==> config.mk <==
export PLATFORM = sky130hd
export DESIGN_NAME = mc_fifoctl_s1_df
export DESIGN_NICKNAME = d
export VERILOG_FILES = /design/src/rtl/mc_fifoctl_pkg.sv /design/src/rtl/mc_fifoctl_ch.sv /design/src/rtl/mc_fifoctl_s1_df.sv
export SDC_FILE = /design/constraint.sdc
export NUM_CORES = 1
export LEC_CHECK = 0
export BUFFER_PORTS_ARGS = -buffer_cell sky130_fd_sc_hd__clkbuf_2
export CAP_MARGIN = 20
export CORE_MARGIN = 2
export CORE_UTILIZATION = 44
export CTS_BUF_LIST = sky130_fd_sc_hd__clkbuf_16
export DETAILED_ROUTE_END_ITERATION = 6
export GPL_ROUTABILITY_DRIVEN = 0
export GPL_TIMING_DRIVEN = 0
export SLEW_MARGIN = 20
export SYNTH_ARGS = -nofsm -noshare
export SYNTH_HDL_FRONTEND = slang
export SYNTH_SLANG_ARGS = --single-unit
==> constraint.sdc <==
create_clock -name clk -period 3.4 [get_ports clk]
set_input_delay 0.17 -clock clk [delete_from_list [all_inputs] [get_ports clk]]
set_output_delay 0.17 -clock clk [all_outputs]
set_load 0.005 [all_outputs]
==> src/rtl/mc_fifoctl_pkg.sv <==
// Shared helpers for the multi-channel FIFO controller: width derivation
// and error-mode encodings.
package mc_fifoctl_pkg;

  localparam int ERR_STICKY = 0;
  localparam int ERR_DYN    = 1;

  function automatic int clog2(input int n);
    int r;
    int v;
    r = 0;
    v = n - 1;
    while (v > 0) begin
      r++;
      v = v >> 1;
    end
    return r;
  endfunction

  function automatic int max1(input int n);
    return (n < 1) ? 1 : n;
  endfunction

  function automatic int ch_w_f(input int num_ch);
    return max1(clog2(num_ch));
  endfunction

  function automatic int ptr_w_f(input int depth);
    return max1(clog2(depth));
  endfunction

  function automatic int cnt_w_f(input int depth);
    return clog2(depth + 1);
  endfunction

  function automatic int addr_w_f(input int num_ch, input int depth);
    return max1(clog2(num_ch * depth));
  endfunction

endpackage

==> src/rtl/mc_fifoctl_ch.sv <==
// One channel of the FIFO controller: pointers, occupancy, registered
// flags and error state. Flags are derived from next-state count.
module mc_fifoctl_ch
  import mc_fifoctl_pkg::*;
#(
  parameter int depth    = 8,
  parameter int err_mode = ERR_STICKY,
  parameter int ptr_w    = 3,
  parameter int cnt_w    = 4
) (
  input  logic             clk,
  input  logic             rst_n,
  input  logic             push_acc,
  input  logic             pop_acc,
  input  logic             push_req_err,
  input  logic             pop_req_err,
  input  logic             clr,
  input  logic [cnt_w-1:0] ae_level,
  input  logic [cnt_w-1:0] af_level,
  output logic [ptr_w-1:0] wptr,
  output logic [ptr_w-1:0] rptr,
  output logic [cnt_w-1:0] cnt,
  output logic             empty,
  output logic             almost_empty,
  output logic             half_full,
  output logic             almost_full,
  output logic             full,
  output logic             error
);

  localparam logic [ptr_w-1:0] PTR_LAST = ptr_w'(depth - 1);
  localparam logic [cnt_w-1:0] CNT_MAX  = cnt_w'(depth);
  localparam logic [cnt_w-1:0] CNT_HALF = cnt_w'((depth + 1) / 2);
  localparam logic [cnt_w:0]   DEPTH_X  = (cnt_w + 1)'(depth);

  logic [cnt_w-1:0] cnt_nxt;
  logic [cnt_w:0]   af_sum;
  logic             err_nxt;

  // Next count; almost_full tested as cnt+af >= depth so af > depth saturates high.
  always_comb begin
    cnt_nxt = cnt;
    if (push_acc && !pop_acc)      cnt_nxt = cnt + cnt_w'(1);
    else if (pop_acc && !push_acc) cnt_nxt = cnt - cnt_w'(1);
    af_sum  = {1'b0, cnt_nxt} + {1'b0, af_level};
    err_nxt = (err_mode == ERR_DYN) ? 1'b0 : error;
    err_nxt = err_nxt | push_req_err | pop_req_err;
  end

  // Channel state; reset and clr both return everything to the empty state.
  always_ff @(posedge clk) begin
    if (!rst_n || clr) begin
      wptr         <= '0;
      rptr         <= '0;
      cnt          <= '0;
      empty        <= 1'b1;
      almost_empty <= 1'b1;
      half_full    <= 1'b0;
      almost_full  <= 1'b0;
      full         <= 1'b0;
      error        <= 1'b0;
    end else begin
      if (push_acc) wptr <= (wptr == PTR_LAST) ? '0 : wptr + ptr_w'(1);
      if (pop_acc)  rptr <= (rptr == PTR_LAST) ? '0 : rptr + ptr_w'(1);
      cnt          <= cnt_nxt;
      empty        <= (cnt_nxt == '0);
      almost_empty <= (cnt_nxt <= ae_level);
      half_full    <= (cnt_nxt >= CNT_HALF);
      almost_full  <= (af_sum >= DEPTH_X);
      full         <= (cnt_nxt == CNT_MAX);
      error        <= err_nxt;
    end
  end

endmodule

==> src/rtl/mc_fifoctl_s1_df.sv <==
// Multi-channel FIFO controller over one shared RAM. Decodes and accepts
// push/pop requests, generates RAM addresses and muxes per-channel state.
module mc_fifoctl_s1_df
  import mc_fifoctl_pkg::*;
#(
  parameter int num_ch   = 4,
  parameter int depth    = 8,
  parameter int err_mode = ERR_STICKY,
  localparam int ch_w    = ch_w_f(num_ch),
  localparam int ptr_w   = ptr_w_f(depth),
  localparam int cnt_w   = cnt_w_f(depth),
  localparam int addr_w  = addr_w_f(num_ch, depth)
) (
  input  logic              clk,
  input  logic              rst_n,
  input  logic              push_n,
  input  logic [ch_w-1:0]   push_ch,
  input  logic              pop_n,
  input  logic [ch_w-1:0]   pop_ch,
  input  logic [num_ch-1:0] clr,
  input  logic [cnt_w-1:0]  ae_level,
  input  logic [cnt_w-1:0]  af_level,
  input  logic [ch_w-1:0]   cnt_sel,
  output logic              wr_en_n,
  output logic [addr_w-1:0] wr_addr,
  output logic              rd_en_n,
  output logic [addr_w-1:0] rd_addr,
  output logic [cnt_w-1:0]  word_cnt,
  output logic [num_ch-1:0] empty,
  output logic [num_ch-1:0] almost_empty,
  output logic [num_ch-1:0] half_full,
  output logic [num_ch-1:0] almost_full,
  output logic [num_ch-1:0] full,
  output logic [num_ch-1:0] error,
  output logic              bad_ch
);

  // Channel-indexed views padded to the full index range so that an
  // out-of-range channel number reads as invalid / zero.
  localparam int ch_p = 2 ** ch_w;

  logic [ch_p-1:0]              ch_ok, clr_x, empty_x, full_x;
  logic [ch_p-1:0][cnt_w-1:0]   cnt_x;
  logic [ch_p-1:0][addr_w-1:0]  waddr_x, raddr_x;
  logic [num_ch-1:0][ptr_w-1:0] wptr, rptr;
  logic [num_ch-1:0][cnt_w-1:0] cnt;

  logic push_acc, pop_acc, same_ch, push_err, pop_err, bad_req;

  for (genvar g = 0; g < ch_p; g++) begin : gen_map
    if (g < num_ch) begin : gen_live
      assign ch_ok[g]   = 1'b1;
      assign clr_x[g]   = clr[g];
      assign empty_x[g] = empty[g];
      assign full_x[g]  = full[g];
      assign cnt_x[g]   = cnt[g];
      // Base is an elaboration-time constant; only an adder remains in logic.
      assign waddr_x[g] = addr_w'(g * depth) + addr_w'(wptr[g]);
      assign raddr_x[g] = addr_w'(g * depth) + addr_w'(rptr[g]);
    end else begin : gen_pad
      assign ch_ok[g]   = 1'b0;
      assign clr_x[g]   = 1'b0;
      assign empty_x[g] = 1'b0;
      assign full_x[g]  = 1'b0;
      assign cnt_x[g]   = '0;
      assign waddr_x[g] = '0;
      assign raddr_x[g] = '0;
    end
  end

  // Request acceptance; pop is resolved first since push-on-full depends on it.
  always_comb begin
    pop_acc  = rst_n && !pop_n && ch_ok[pop_ch] && !clr_x[pop_ch] && !empty_x[pop_ch];
    same_ch  = pop_acc && (pop_ch == push_ch);
    push_acc = rst_n && !push_n && ch_ok[push_ch] && !clr_x[push_ch] &&
               (!full_x[push_ch] || same_ch);
    push_err = rst_n && !push_n && ch_ok[push_ch] && !clr_x[push_ch] &&
               full_x[push_ch] && !same_ch;
    pop_err  = rst_n && !pop_n && ch_ok[pop_ch] && !clr_x[pop_ch] && empty_x[pop_ch];
    bad_req  = (!push_n && !ch_ok[push_ch]) || (!pop_n && !ch_ok[pop_ch]);
  end

  assign wr_en_n  = !push_acc;
  assign rd_en_n  = !pop_acc;
  assign wr_addr  = waddr_x[push_ch];
  assign rd_addr  = raddr_x[pop_ch];
  assign word_cnt = cnt_x[cnt_sel];

  for (genvar g = 0; g < num_ch; g++) begin : gen_ch
    mc_fifoctl_ch #(
      .depth(depth), .err_mode(err_mode), .ptr_w(ptr_w), .cnt_w(cnt_w)
    ) u_ch (
      .clk         (clk),
      .rst_n       (rst_n),
      .push_acc    (push_acc && (push_ch == ch_w'(g))),
      .pop_acc     (pop_acc  && (pop_ch  == ch_w'(g))),
      .push_req_err(push_err && (push_ch == ch_w'(g))),
      .pop_req_err (pop_err  && (pop_ch  == ch_w'(g))),
      .clr         (clr[g]),
      .ae_level    (ae_level),
      .af_level    (af_level),
      .wptr        (wptr[g]),
      .rptr        (rptr[g]),
      .cnt         (cnt[g]),
      .empty       (empty[g]),
      .almost_empty(almost_empty[g]),
      .half_full   (half_full[g]),
      .almost_full (almost_full[g]),
      .full        (full[g]),
      .error       (error[g])
    );
  end

  // Invalid-channel flag: set by any out-of-range request, cleared only by reset.
  always_ff @(posedge clk) begin
    if (!rst_n)       bad_ch <= 1'b0;
    else if (bad_req) bad_ch <= 1'b1;
  end

endmodule

==> results.txt, run 1 <==
Worst Min Path Start: pop_n
Slowest-stage cell, CP: mux4_2
Post-layout min period: 3.296 ns
Total Wirelength: 10900 um
Worst Path Required: 3.66 ns
Count leader, synth: dfxtp_1
First-pass GRT wire length: 17710 um
# rows: 36
Worst slew margin: 48.95%
Post-synthesis cell type count: 62
Hold_buf cts: 0
Seq cells post-synth: 64
Crit-path cells: mux4_2 > nor3_1 > and3b_4 > o211ai_2 > maj3_2 > o22a_1 > inv_1 > ha_1 > nor2b_1 > o21a_1 > o21a_1 > o21ai_0
Reg2Reg Launch Point: gen_ch[3].u_ch.empty
Core region area: 9819 sq um
Worst-Skew Late Latency: 0.33 ns
Compound-gate portion of the synthesized area: 14.39%
Post-synthesis mux area share: 8.982%
Max_cap viols: 0
Remaining DRCs: 0
Crit-path max cell delay: 0.51 ns
Die area: 11020 sq um
CP Max Fanout: 10
Area growth syn-to-layout: 16.99%
I/O pins: 63
FMAX: 303.4 MHz
Syn nets: 568
Vias/cell: 5.276
TritonCTS Buffers: 9
Worst path bufs/invs: 1
Endpoints failing hold: 0
Power density over cell area: 343.9 nW/um^2
Synth Area in XOR/XNOR: 3.821%
Synth Area in Adders: 18.13%
Final period util: 96.94%
Worst Reg2Reg Path Length in Cells: 12
Setup crit start kind: flip-flop
Nets: 640
Status: finished clean
Layout filler cell count: 957
Pin count of the biggest net entering global routing: 11
Vias in the first global route: 3505
Mapped Avg Cell Area: 9.230 sq um
Most frequent CP cell: o21a_1
Crit. End Element: flip-flop
Static Leak: 2.405 nW
Final setup vio count: 0
Synth Cell Area: 4486 sq um
Die Ht: 105.0 um
Post-synth ARST share: 0%
Initial antenna violation count: 0
First drt pass iteration count: 4
Share of cells above drive strength 1: 24.51%
RSZ-0062 raised after global routing: yes
Synth Area in Simple Gates: 17.02%
Synth top area share: 28.56%
Worst EP arrival: 3.55 ns
Top post-synthesis cells by area: dfxtp_1 29%, ha_1 16%, mux4_2 6.0%
CTS tree: done
Port Buffer Count: 60
Worst-Margin Slew: 0.7551 ns
Via count: 3672
Worst hold path cell count: 4
Clock transition at path regs: 0.06 ns
Commonest cells post-synth: 64 x dfxtp_1, 56 x ha_1, 50 x nor2_1, 40 x a21oi_1, 30 x buf_4
Post-route ant nets: 0
Die W: 105.0 um
Starting Density: 45.68%
Wirelength per Cell: 15.67 um
YS warnings: 0
Sequential element share of the synthesized area: 28.56%
Area leader, netlist: dfxtp_1
Syn Inst Count: 486
Fin. max-slew vios: 0
Combinational family with the most area after synthesis: adder cells
HP Class: input pin to flip-flop
Tot Pwr: 1.805 mW
Fin worst setup slack: 0.1041 ns
Post-DP HPWL: 8701 um
H-tree depth: 3
CP top delay family: compound AO/OA/AOI/OAI gates
GRT Total Usage: 20.65%
Clock Sinks: 64
Peak VDD IR: 0.1809 mV
Worst slack at placement: -0.1024 ns
CTS Root Cell: clkbuf_16
Clk buf depth: 2
Total congestion overflow: 0
Clock skew: 0.005589 ns
Synth Flop Type: dfxtp_1
R2r setup slk: 0.10 ns
Worst reg2reg endpoint: gen_ch[2].u_ch.almost_empty
CP Class: flip-flop to flip-flop
Post-synth EDFFs: 0
Antenna diodes: 0
Detailed Route Iter0 Violations: 110
WHS Endpoint: gen_ch[1].u_ch.rptr[2]
-- repair_timing --
action / CTS / global route
resized for setup: 0 / 1
endpoints found under the setup margin: 0 / 7
setup buffers: 0 / 1
-- layer usage --
metal  track usage [%]  up-vias  share of wire [%]  wire (um)
met3             3.993       15                5.5        604
met1             27.76     1741                 46       5023
met2             33.16       85                 47       5104
li1                  -     1831                  -          -
met5                 0        -                  0          0
met4             6.952        0                1.6        170
-- registers in the layout (all words and copies together), names as in the netlist --
register,flops
gen_ch.u_ch.rptr,12
gen_ch.u_ch.almost_empty,4
gen_ch.u_ch.almost_full,4
gen_ch.u_ch.cnt,16
gen_ch.u_ch.empty,4
gen_ch.u_ch.wptr,12
gen_ch.u_ch.full,4
gen_ch.u_ch.error,4
gen_ch.u_ch.half_full,4
-- kinds of logic (layout without fill, tap and decap cells) --
family          count (synthesis)  after routing
simple gates                  144            144
xor+xnor                       17             17
buf+inv                        75            152
compound gates                 97             97
other cells                     1              1
flops                          64             64
mux                            25             25
fa+ha+maj                      63             63
-- how the worst max path moves through the flow --
stage	from	end	slack (ns)	depth (start not counted)
after floorplan	gen_ch[1].u_ch.empty	gen_ch[2].u_ch.almost_empty	0.48	12
after global placement	push_ch[0]	gen_ch[3].u_ch.almost_empty	-0.04	13
after detailed placement	push_ch[0]	gen_ch[3].u_ch.almost_empty	-0.10	13
after CTS	gen_ch[3].u_ch.empty	gen_ch[3].u_ch.almost_empty	0.004	12
after global routing	gen_ch[3].u_ch.empty	gen_ch[2].u_ch.almost_full	-0.09	12
final	gen_ch[3].u_ch.empty	gen_ch[2].u_ch.almost_empty	0.10	12
-- power by group --
group | total (mW) | switching, mW | internal, mW
logic | 0.156 | 0.0905 | 0.0656
clock network | 0.890 | 0.336 | 0.555
registers | 0.758 | 0.00323 | 0.755
-- tightest hold or removal path: stages --
cell and delay (ns):
clkbuf_2 0.13, nor4b_2 0.10, nand2_1 0.08, a21oi_1 0.05
-- final cells by class --
cell class	instances	area, sq um	share of cell area, %
clock buffers	9	225.2	4.292
repair buffers	61	307.8	5.866
multi-input cells	347	2806	53.48
flip-flops and latches	64	1281	24.42
clock inverters	7	56.30	1.073
plain buffers	46	295.3	5.627
inverters	29	108.9	2.074
well taps	133	166.4	3.171
-- metrics by stage --
step                cells  utilization [%]  TNS [ns]  hold WS [ns]  area (sq um)
floorplan             486                -         0        0.3840          4486
global placement      679            50.43  -0.04441        0.4656          4952
detailed placement    679            50.43   -0.1254        0.4751          4952
CTS                   695            53.30         0        0.2406          5234
global route          696            53.44   -0.2439        0.2809          5248
finish                696            53.44         0        0.2395          5248
-- cells in the final DEF (no fill, tap or decap), types with 5 or more instances in the layout --
cell | synthesis | layout
o21ai_0 | 13 | 13
o21a_1 | 9 | 9
nand2_1 | 25 | 25
clkbuf_1 | 11 | 11
mux2i_1 | 11 | 11
nand3b_1 | 7 | 7
clkbuf_16 | 0 | 9
mux4_2 | 12 | 12
a21oi_1 | 40 | 40
clkbuf_2 | 0 | 60
nand2b_1 | 7 | 7
inv_1 | 29 | 32
ha_1 | 56 | 56
buf_4 | 30 | 31
xor2_1 | 5 | 5
xnor2_1 | 9 | 9
nor2_1 | 50 | 50
nor3_1 | 9 | 9
nor2b_1 | 14 | 14
dfxtp_1 | 64 | 64
nor4_1 | 5 | 5
Power figures use the tool's default switching activity.
==> run 2: changes to the inputs <==
--- a/config.mk
+++ b/config.mk
@@ -13,6 +13,7 @@
 export DETAILED_ROUTE_END_ITERATION = 6
 export GPL_ROUTABILITY_DRIVEN = 0
 export GPL_TIMING_DRIVEN = 0
+export SETUP_SLACK_MARGIN = 0.3
 export SLEW_MARGIN = 20
 export SYNTH_ARGS = -nofsm -noshare
 export SYNTH_HDL_FRONTEND = slang
==> results.txt, run 2 (synthesized netlist as in run 1, its figures left out) <==
TritonCTS Buffers: 9
Share of cells above drive strength 1: 30.45%
Worst EP arrival: 3.21 ns
HP Class: input pin to flip-flop
Setup crit start kind: flip-flop
Clk buf depth: 2
Nets: 655
Core region area: 9819 sq um
Total congestion overflow: 0
Area of the multi-input gates: 2984 sq um
Worst Path Required: 3.60 ns
FMAX: 332.4 MHz
Crit. End Element: flip-flop
Most frequent cells in the layout: 61 x dfxtp_1, 60 x clkbuf_2, 55 x ha_1
Die Ht: 105.0 um
Placed Instances: 679
Total Wirelength: 11280 um
Final setup vio count: 0
Fin. max-slew vios: 0
CP top delay family: compound AO/OA/AOI/OAI gates
RSZ-0062 raised after global routing: yes
Most common cell after layout, fill and taps aside: dfxtp_1
Top layer used by detailed routing: met4
Detailed Route Iter0 Violations: 110
Worst-Skew Late Latency: 0.33 ns
CTS tree: done
Vias in the first global route: 3578
Max reg flops: 16
DRT met1 WL: 5184 um
I/O pins: 63
Routed met2 length: 5323 um
Wirelength per Cell: 15.86 um
Final non-filler cell area: 5545 sq um
Status: finished clean
Final Core Density: 56.47%
Remaining DRCs: 0
Endpoints failing hold: 0
Port Buffer Count: 60
Worst-Margin Slew: 1.008 ns
Post-layout min period: 3.009 ns
Largest Register: gen_ch.u_ch.cnt
Pin count of the biggest net entering global routing: 11
Max_cap viols: 0
Hold_buf cts: 0
GRT Total Usage: 21.03%
Worst path bufs/invs: 3
Worst slew margin: 31.87%
Starting Density: 45.68%
Post-DP HPWL: 8701 um
Die W: 105.0 um
Vias/cell: 5.267
First drt pass iteration count: 4
Clock skew: 0.006162 ns
Static Leak: 2.493 nW
Via count: 3745
# rows: 36
Area growth syn-to-layout: 23.63%
Final period util: 88.49%
Reg area: 1285 sq um
Initial antenna violation count: 0
Post-route ant nets: 0
Crit-path cells: mux4_2 > nor3_4 > nand3b_1 > buf_6 > buf_4 > a21oi_4 > a211oi_2 > a21o_4 > buf_4 > fa_2 > nand3b_1 > o21ai_0 > a21oi_1
First-pass GRT wire length: 18040 um
CP Max Fanout: 5
Crit-path max cell delay: 0.53 ns
Met3 WL: 612 um
Fin Setup TNS: 0 ns
Hold slack: 0.2409 ns
Largest registers: gen_ch.u_ch.cnt x16, gen_ch.u_ch.rptr x12, gen_ch.u_ch.wptr x12
Peak VDD IR: 0.1823 mV
CTS Root Cell: clkbuf_16
Clock Sinks: 64
H-tree depth: 3
Clock transition at path regs: 0.06 ns
CP Class: flip-flop to flip-flop
Placed Area: 4952 sq um
Die area: 11020 sq um
Slowest-stage cell, CP: mux4_2
Finished Layout Cells: 711
Layout filler cell count: 932
Power density over cell area: 328.1 nW/um^2
Antenna diodes: 0
-- run 2: cell count changes in the layout (fill, tap and decap cells not counted), sizes merged --
cell,previous run,this run
buf,36,51
-- run 2: what timing repair did --
action | in CTS | in global routing
gates cloned | 0 | 0
buffers inserted | 7 | 9
pin swaps | 2 | 15
resized for setup | 4 | 38
endpoints found under the hold margin | 0 | 0
endpoints found under the setup margin | 8 | 8
-- run 2: worst paths after layout --
check	startpoint	endpoint	slack [ns]	depth (start not counted)
min reg2reg	gen_ch[3].u_ch.rptr[2]	gen_ch[3].u_ch.rptr[2]	0.48	2
max reg2reg	gen_ch[3].u_ch.empty	gen_ch[0].u_ch.almost_full	0.39	13
max	gen_ch[3].u_ch.empty	gen_ch[0].u_ch.almost_full	0.39	13
min	pop_n	gen_ch[1].u_ch.rptr[2]	0.24	4
-- run 2: through the flow --
step	setup slack, ns	power (mW)
global route	0.2710	1.892
global placement	-0.04441	0.9269
detailed placement	-0.1024	0.9296
finish	0.3914	1.819
floorplan	0.4797	0.8705
CTS	0.3071	1.822
-- run 2: power breakdown --
group          switching (mW)  total (mW)  internal, mW
logic                  0.0980       0.171        0.0730
clock network           0.335       0.890         0.555
registers             0.00326       0.758         0.755
-- run 2: area by class of cell --
class                      instances  share of cell area, %
clock inverter                     7                  1.015
sequential                        64                  23.17
timing repair buffer              76                  7.649
buffer                            46                  5.325
multi-input combinational        347                  53.81
inverter                          29                  1.963
tap                              133                  3.001
clock buffer                       9                  4.061
-- run 2: routing by layer --
metal	global-route usage [%]	vias up
met2	34.00	95
li1	-	1867
met5	0	-
met4	6.952	0
met1	28.19	1767
met3	3.993	16
-- run 2: tightest hold or removal path, delay by kind of cell --
family / cells / cell delay, ns
compound gates: 1 / 0.05
simple gates: 2 / 0.18
buf+inv: 1 / 0.13
